`src/rtl/boot_load_ctrl.sv`:
```
// boot_load_ctrl: boot sequencer and program-memory port arbiter.
//
// After reset the controller pulls a length-prefixed image from the SPI flash
// interface. It writes each word to memory starting at LOAD_BASE, then checks
// the XOR checksum word that follows the image. While it is loading it owns the
// memory port and stalls the CPU. After a good load (or boot_skip) it passes the
// CPU port straight through to memory with zero latency. A failed load parks in
// ERR and keeps the CPU stalled until the next reset.
//
// Optional feature: define BOOT_TIMEOUT_EN to enable the SPI response timeout.
// A request that stays unacknowledged for TIMEOUT_CYC cycles then ends in ERR
// with code 3.
//
// Ports:
//   clk, rst            clock; synchronous active-low reset
//   boot_skip           sampled in IDLE, 1 = go straight to DONE
//   spi_req/ack/rdata   word request handshake to the flash reader
//   cpu_cs/we/addr/din  CPU memory request (used only after boot_done)
//   mem_cs/we/addr/din  program memory port
//   cpu_stall           1 while the CPU must hold
//   boot_done, boot_err completion / sticky failure flags
//   err_code            0 none, 1 length too big, 2 checksum, 3 timeout
module boot_load_ctrl #(
    parameter int unsigned       ADDR_W      = 12,
    parameter logic [ADDR_W-1:0] LOAD_BASE   = ADDR_W'(12'h010),
    parameter int unsigned       MAX_WORDS   = 256,
    parameter int unsigned       TIMEOUT_CYC = 1023
) (
    input  logic              clk,
    input  logic              rst,
    input  logic              boot_skip,
    output logic              spi_req,
    input  logic              spi_ack,
    input  logic [15:0]       spi_rdata,
    input  logic              cpu_cs,
    input  logic              cpu_we,
    input  logic [ADDR_W-1:0] cpu_addr,
    input  logic [15:0]       cpu_din,
    output logic              mem_cs,
    output logic              mem_we,
    output logic [ADDR_W-1:0] mem_addr,
    output logic [15:0]       mem_din,
    output logic              cpu_stall,
    output logic              boot_done,
    output logic              boot_err,
    output logic [1:0]        err_code
);

    localparam int unsigned DW = 16;
    localparam int unsigned CW = $clog2(TIMEOUT_CYC + 1);

`ifdef BOOT_TIMEOUT_EN
    localparam bit TIMEOUT_ON = 1'b1;
`else
    localparam bit TIMEOUT_ON = 1'b0;
`endif

    typedef enum logic [2:0] {
        S_IDLE,
        S_REQ_LEN,
        S_REQ_DATA,
        S_WRITE,
        S_REQ_SUM,
        S_DONE,
        S_ERR
    } state_t;

    state_t            state_q, state_d;
    logic [DW-1:0]     len_q, len_d;
    logic [DW-1:0]     idx_q, idx_d;
    logic [DW-1:0]     sum_q, sum_d;
    logic [CW-1:0]     cnt_q, cnt_d;
    logic              spi_req_q, spi_req_d;
    logic              mem_wr_q, mem_wr_d;
    logic [ADDR_W-1:0] mem_addr_q, mem_addr_d;
    logic [DW-1:0]     mem_din_q, mem_din_d;
    logic              stall_q, stall_d;
    logic              done_q, done_d;
    logic              err_q, err_d;
    logic [1:0]        code_q, code_d;
    logic              is_req;
    logic              timeout_hit;

    // State, datapath and registered outputs
    always_ff @(posedge clk) begin
        if (!rst) begin
            state_q    <= S_IDLE;
            len_q      <= '0;
            idx_q      <= '0;
            sum_q      <= '0;
            cnt_q      <= '0;
            spi_req_q  <= 1'b0;
            mem_wr_q   <= 1'b0;
            mem_addr_q <= '0;
            mem_din_q  <= '0;
            stall_q    <= 1'b1;
            done_q     <= 1'b0;
            err_q      <= 1'b0;
            code_q     <= 2'd0;
        end else begin
            state_q    <= state_d;
            len_q      <= len_d;
            idx_q      <= idx_d;
            sum_q      <= sum_d;
            cnt_q      <= cnt_d;
            spi_req_q  <= spi_req_d;
            mem_wr_q   <= mem_wr_d;
            mem_addr_q <= mem_addr_d;
            mem_din_q  <= mem_din_d;
            stall_q    <= stall_d;
            done_q     <= done_d;
            err_q      <= err_d;
            code_q     <= code_d;
        end
    end

    // Next state, datapath updates and next registered outputs
    always_comb begin
        state_d = state_q;
        len_d   = len_q;
        idx_d   = idx_q;
        sum_d   = sum_q;
        code_d  = code_q;

        is_req      = (state_q == S_REQ_LEN) || (state_q == S_REQ_DATA) ||
                      (state_q == S_REQ_SUM);
        timeout_hit = TIMEOUT_ON && is_req && !spi_ack &&
                      (cnt_q == CW'(TIMEOUT_CYC - 1));

        case (state_q)
            S_IDLE: state_d = boot_skip ? S_DONE : S_REQ_LEN;
            S_REQ_LEN: begin
                if (spi_ack) begin
                    len_d = spi_rdata;
                    idx_d = '0;
                    sum_d = '0;
                    if (spi_rdata == '0) begin
                        state_d = S_REQ_SUM;
                    end else if (spi_rdata > DW'(MAX_WORDS)) begin
                        state_d = S_ERR;
                        code_d  = 2'd1;
                    end else begin
                        state_d = S_REQ_DATA;
                    end
                end
            end
            S_REQ_DATA: begin
                if (spi_ack) begin
                    state_d = S_WRITE;
                end
            end
            S_WRITE: begin
                // mem_din_q holds the word being written this cycle
                sum_d   = sum_q ^ mem_din_q;
                idx_d   = idx_q + DW'(1);
                state_d = (idx_d == len_q) ? S_REQ_SUM : S_REQ_DATA;
            end
            S_REQ_SUM: begin
                if (spi_ack) begin
                    if (spi_rdata == sum_q) begin
                        state_d = S_DONE;
                    end else begin
                        state_d = S_ERR;
                        code_d  = 2'd2;
                    end
                end
            end
            default: state_d = state_q;
        endcase

        if (timeout_hit) begin
            state_d = S_ERR;
            code_d  = 2'd3;
        end

        // Wait counter restarts on every ack and on every state entry
        if (TIMEOUT_ON && is_req && !spi_ack && (state_d == state_q)) begin
            cnt_d = cnt_q + CW'(1);
        end else begin
            cnt_d = '0;
        end

        // Outputs follow the state being entered so they line up with it
        spi_req_d  = (state_d == S_REQ_LEN) || (state_d == S_REQ_DATA) ||
                     (state_d == S_REQ_SUM);
        mem_wr_d   = (state_d == S_WRITE);
        mem_addr_d = (state_d == S_WRITE) ? LOAD_BASE + ADDR_W'(idx_d) : '0;
        mem_din_d  = (state_d == S_WRITE) ? spi_rdata : '0;
        stall_d    = (state_d != S_DONE);
        done_d     = (state_d == S_DONE);
        err_d      = (state_d == S_ERR);
    end

    // DONE turns the memory port into a combinational CPU pass-through
    assign spi_req   = spi_req_q;
    assign mem_cs    = done_q ? cpu_cs   : mem_wr_q;
    assign mem_we    = done_q ? cpu_we   : mem_wr_q;
    assign mem_addr  = done_q ? cpu_addr : mem_addr_q;
    assign mem_din   = done_q ? cpu_din  : mem_din_q;
    assign cpu_stall = stall_q;
    assign boot_done = done_q;
    assign boot_err  = err_q;
    assign err_code  = code_q;

endmodule

```
`config.mk`:
```
export PLATFORM = sky130hd
export DESIGN_NAME = boot_load_ctrl
export DESIGN_NICKNAME = d
export VERILOG_FILES = /design/src/rtl/boot_load_ctrl.sv
export SDC_FILE = /design/constraint.sdc
export NUM_CORES = 1
export LEC_CHECK = 0
export ABC_AREA = 1
export BUFFER_PORTS_ARGS = -buffer_cell sky130_fd_sc_hd__buf_2
export CAP_MARGIN = 15
export CELL_PAD_IN_SITES_DETAIL_PLACEMENT = 1
export CELL_PAD_IN_SITES_GLOBAL_PLACEMENT = 1
export CORE_ASPECT_RATIO = 2
export CORE_MARGIN = 10
export CORE_UTILIZATION = 39
export DETAILED_ROUTE_END_ITERATION = 6
export GPL_TIMING_DRIVEN = 0
export PLACE_DENSITY_LB_ADDON = 0.3
export SKIP_LAST_GASP = 1
export SYNTH_ARGS = -nofsm -noshare
export SYNTH_HDL_FRONTEND = slang
export SYNTH_SLANG_ARGS = --single-unit
```
`constraint.sdc`:
```
create_clock -name clk -period 2.3 [get_ports clk]
set_input_delay 0.345 -clock clk [delete_from_list [all_inputs] [get_ports clk]]
set_output_delay 0.345 -clock clk [all_outputs]
set_load 0.02 [all_outputs]
```
---- Word level (Yosys, flattened, before mapping) ----
Index checks and enable logic that the tools add are counted.
word-level totals
  RAM bits ................................ 0
  flip-flop bits (word level) ............. 86
  memories ................................ 0
  input port bits ......................... 50
  latch bits .............................. 0
  memory bits (read-only) ................. 0
cells by class
  reduce and logical (&&, ||, !) cells .... 10
  add/subtract/negate cells ............... 2
  mux-type cells .......................... 23
  div/mod/pow operators ................... 0
  $lt $le $gt $ge ......................... 1
  equality and inequality tests ........... 18
  multiply operators ...................... 0
  shift-type cells ........................ 0
  bitwise gates (word level) .............. 1
operators with widths
  kind                     count
  $pmux W16 S2             2
  $mux W16                 3
  $eq A16 B16 Y1           2
  $mux W3                  7
  $add A16 B1 Y16 const B  1
  $gt A16 B9 Y1 const B    1
  $logic_not A16 Y1        1
  $xor A16 B16 Y16         1
  $pmux W3 S5              1
  $add A5 B12 Y12 const A  1
  $eq A3 B2 Y1 const B     4
  $eq A3 B3 Y1 const B     4
  $mux W12                 1
  $mux W2                  6
  $ne A2 B2 Y1 const B     4
  $eq A3 B1 Y1 const B     2
  $reduce_and A2 Y1        3
  $reduce_and A6 Y1        1
  $pmux W2 S2              1
  $reduce_bool A2 Y1       2
  $logic_not A3 Y1         1
  $ne A3 B3 Y1 const B     1
  $logic_or A1 B1 Y1       2
  $mux W1                  2
  $ne A2 B1 Y1 const B     1

---- Longest topological paths before layout ----
  depth in word-level cells ............... 8
  gate-level depth with buffers ........... 19
  mapped depth without buffers ............ 19

---- Least setup slack after synthesis ----
Ideal clock, no wire load.
  path type ............................... register to register
  start ................................... reg idx_q[0]
  end ..................................... reg stall_q, in the netlist cpu_stall
  library setup time ...................... 109 ps
  data required time ...................... 2191 ps
  arrival time ............................ 1783 ps
  path slack .............................. 408 ps
  path buffers ............................ 0
  stages on the path, launching flop included .. 17
  period minus slack after synthesis ...... 1892 ps
  cell sequence ........................... dfxtp_1 ha_1 nand2_2 clkinv_2 nand2_4 nor2_4 nand2_1 nand2_1 nand3_1 nand2_1 nand2_1 nor3b_2 nand3_1 nand2_2 nand2_2 nor2_4 inv_2
between the ends
  word-level cells in the longest chain between the ends .. 5
RTL lines
  element                 line  text
  from (decl)             70    logic [DW-1:0] idx_q, idx_d;
  from (signal assigned)  103   idx_q <= idx_d;
  $add A16 B1 Y16         155   idx_d = idx_q + DW'(1);
  $eq A16 B16 Y1          156   state_d = (idx_d == len_q) ? S_REQ_SUM : S_REQ_DATA;
  $mux W3                 156
  $pmux W3 S5             130   case (state_q)
  $ne A3 B3 Y1            189   stall_d = (state_d != S_DONE);
  to (signal assigned)    110   stall_q <= stall_d;
  to (decl)               77    logic stall_q, stall_d;
No other way between the ends.
A chain may end at the register's enable or synchronous reset.

---- Worst setup path after layout ----
  start ................................... reg idx_q[2]
  end ..................................... reg stall_q, in the netlist cpu_stall
The elaborated chain is that of the path after synthesis.

==> flow_metrics.py <==
metrics = {
    "detailed_routing": {
        "drt_pre_antenna_iters": 6,
        "via_per_inst": 5.06,
        "ant_nets": 0,
        "via_count": 4885,
        "dr.first_iter.drc_count": 138,
        "drc_errors": 0,
        "finalWirelength_mm": 17.2,
        "wire_per_inst_um": 17.8,
    },
    "final_layout": {
        "drive_above_1_share": 0.238,
        "area_growth_pct": 24.4,
        "instances_no_fill": 965,
        "diodes": 0,
        "num-nets-final": 867,
    },
    "clocking": {
        "root_buffer": "clkbuf_16",
        "clk_latency_ps": 360,
        "clock_sinks": 86,
        "clk_path_buf_depth": 2,
        "clkTransAtPathRegs_ps": 80,
        "cts_tree": "done",
        "hold_buffers": 0,
        "numCtsBuffers": 9,
        "htreeDepth": 3,
    },
    "synthesis": {
        "ys_seq_area_frac": 0.372,
        "ys_top_cells_by_count": "nand2_1, nor2_1, dfxtp_1",
        "synth_edf_count": 0,
        "ys.flop_type": "dfxtp_1",
        "yosysMostFrequentCell": "nand2_1",
        "synth.area.top_cells": "dfxtp_1, nand2_1, nor2_1",
        "async_flop_share": 0,
        "syn_inst": 710,
        "netlist_area_mm2": 0.00462,
        "synth-seq-cells": 86,
        "syn_nets": 762,
        "synth_top_cell_by_area": "dfxtp_1",
        "netlist-cell-type-count": 34,
        "synth.avg_cell_area_um2": 6.51,
        "synth_top_area_share": 0.372,
        "yosysWarnings": 0,
    },
    "floorplanning": {
        "rows": 56,
        "core_mm2": 0.0117,
        "io_pins": 86,
        "die_x_um": 97,
        "start_util": 0.395,
        "design.die.area_mm2": 0.0169,
        "die_h_um": 174,
    },
    "setup_path": {
        "required_ps": 2560,
        "critical_path.startpoint": "idx_q[2]$_SDFF_PN0_",
        "endpoint": "cpu_stall$_SDFF_PN1_",
        "worstSetupStartpointType": "flip-flop",
        "path_cells": "nand3_2 > nor2_4 > nand2_1 > nand3b_1 > nand2_1 > nor2_1 > nand2_1 > nor2_2 > nand3_1 > nand2_1 > nand2_2 > nand2_2 > nand2_4 > nor2_4 > inv_2",
        "slowest_stage": "dfxtp_1",
        "r2r_slack_ps": 60,
        "critical_path.max_stage_delay_ps": 480,
        "end_kind": "flip-flop",
        "path_class": "reg2reg",
        "r2r-start": "idx_q[2]$_SDFF_PN0_",
        "critPathMaxFanout": 5,
        "reg2reg_depth": 15,
        "timing.rr.end": "cpu_stall$_SDFF_PN1_",
        "crit_top_cell": "nand2_1",
        "crit_arrival_ps": 2490,
    },
    "placed_design": {
        "portBuffers": 85,
        "dp_cells": 940,
        "gp_congestion": 0.887,
        "dp_hpwl_mm": 14.0,
    },
    "sta": {
        "finalHoldViolCount": 0,
        "setup-violations-final": 0,
        "max_freq_mhz": 447,
        "fin_crit_sh": 0.972,
        "rsz0062_at_grt": "true",
        "drv_slew": 0,
        "final.setup_skew_ps": 7.43,
        "fin_crit_ps": 2240,
        "tightestPinTransition_ps": 689,
        "fin_setup_tns_ps": 0,
        "relSlewSlack": 0.541,
    },
    "global_routing": {
        "grt_overflow_total": 0,
        "grt_use_total": 0.203,
        "grt_pass1_wl_mm": 27.5,
        "antenna_found_initial": 0,
        "grt_max_degree": 20,
        "grt_pass1_vias": 5491,
    },
    "pwr": {
        "cellLeakagePower_nw": 2.63,
        "max-vdd-ir-drop_mv": 0.479,
        "powerDensity_mw_per_mm2": 875,
    },
    "worst_hold_path": {
        "min_path_type": "in2reg",
    },
    "job": {
        "drv_cap": 0,
    },
    "status": {
        "outcome": "finished, final reports clean",
    },
}
==> logic make-up after synthesis <==
kind of cell,synth area share
and+or+nand+nor,0.390
buffers and inverters,0.0879
DFF,0.372
AOI/OAI and AO/OA,0.0971
xor gates and xnor gates,0.0473
adders and majority gates,0.00541
==> state kept, by name (all words and copies together) (netlist names), 2 cells and up <==
| register | flops |
|---|---|
| sum_q | 16 |
| state_q | 3 |
| idx_q | 16 |
| mem_din_q | 16 |
| len_q | 16 |
| err_code | 2 |
| mem_addr_q | 12 |
==> per-layer routing <==
layer	track usage	up-vias	wire [um]
met5	0	-	0
met4	0.104	0	826
met3	0.0369	40	465
met2	0.409	99	10000
met1	0.180	2315	5840
li1	-	2431	-
==> final cells by class <==
class	instances	area, um2
buffer	19	82.6
clock buffer	9	225
clock inverter	7	72.6
fill	1574	5950
inverter	86	337
multi-input combinational	518	2620
sequential	86	1730
tap	145	181
timing repair buffer	95	500
==> worst min-delay path by stage <==
stage               depth (start not counted)                  endpoint                      from
floorplan                                   2     len_q[2]$_SDFFE_PN0P_     len_q[2]$_SDFFE_PN0P_
global placement                            2  err_code[1]$_SDFFE_PN0P_  err_code[1]$_SDFFE_PN0P_
detailed placement                          2    len_q[10]$_SDFFE_PN0P_    len_q[10]$_SDFFE_PN0P_
CTS                                         3  mem_din_q[14]$_SDFF_PN0_             spi_rdata[14]
global route                                3   mem_din_q[3]$_SDFF_PN0_              spi_rdata[3]
finish                                      3   mem_din_q[2]$_SDFF_PN0_              spi_rdata[2]
==> cells in the final DEF, fill, tap and decap left out, types with 2 or more instances in the layout <==
cell,count
a211oi_1,7
a21oi_1,30
a22oi_1,3
buf_1,2
buf_2,87
buf_4,10
clkbuf_1,10
clkbuf_16,9
clkbuf_2,4
dfxtp_1,81
dfxtp_2,3
dfxtp_4,2
inv_1,74
inv_2,7
inv_6,4
inv_8,2
nand2_1,217
nand2_2,16
nand2_4,6
nand3_1,44
nand3_2,5
nand3b_1,5
nand4_1,10
nor2_1,79
nor2_2,13
nor2_4,8
o21ai_0,26
o21ai_1,8
o21ai_2,4
o21ai_4,2
xnor2_1,11
xor2_1,14
==> stage by stage <==
stage	setup WS (ps)	hold slack, ps	utilization	power [mW]	area (um2)
2_1_floorplan	408	441	-	2.82	4620
3_3_place_gp	-165	451	0.447	3.41	5230
3_5_place_dp	-251	466	0.447	3.47	5230
4_1_cts	-68.4	243	0.477	4.98	5580
5_1_grt	-49.0	259	0.492	5.34	5750
6_report	64.5	253	0.492	5.03	5750
==> what timing repair did <==
action / 4_1_cts / 5_1_grt
gates resized for setup: 10 / 45
hold endpoints to repair: 0 / 0
pin swaps: 2 / 9
setup endpoints to repair: 25 / 56
setup buffers: 3 / 7
==> power breakdown <==
part           total, mW  internal, mW  switching (mW)
clock network       1.50         0.770           0.726
logic               1.80         0.547            1.26
registers           1.73          1.63           0.107
total               5.03          2.94            2.09
==> critical path, delay by kind of cell, from the launching register on <==
family / cells / cell delay [ps]
buffers and inverters: 1 / 40
and+or+nand+nor: 14 / 1620
DFF: 1 / 480
(Power assumes the default switching activity.)
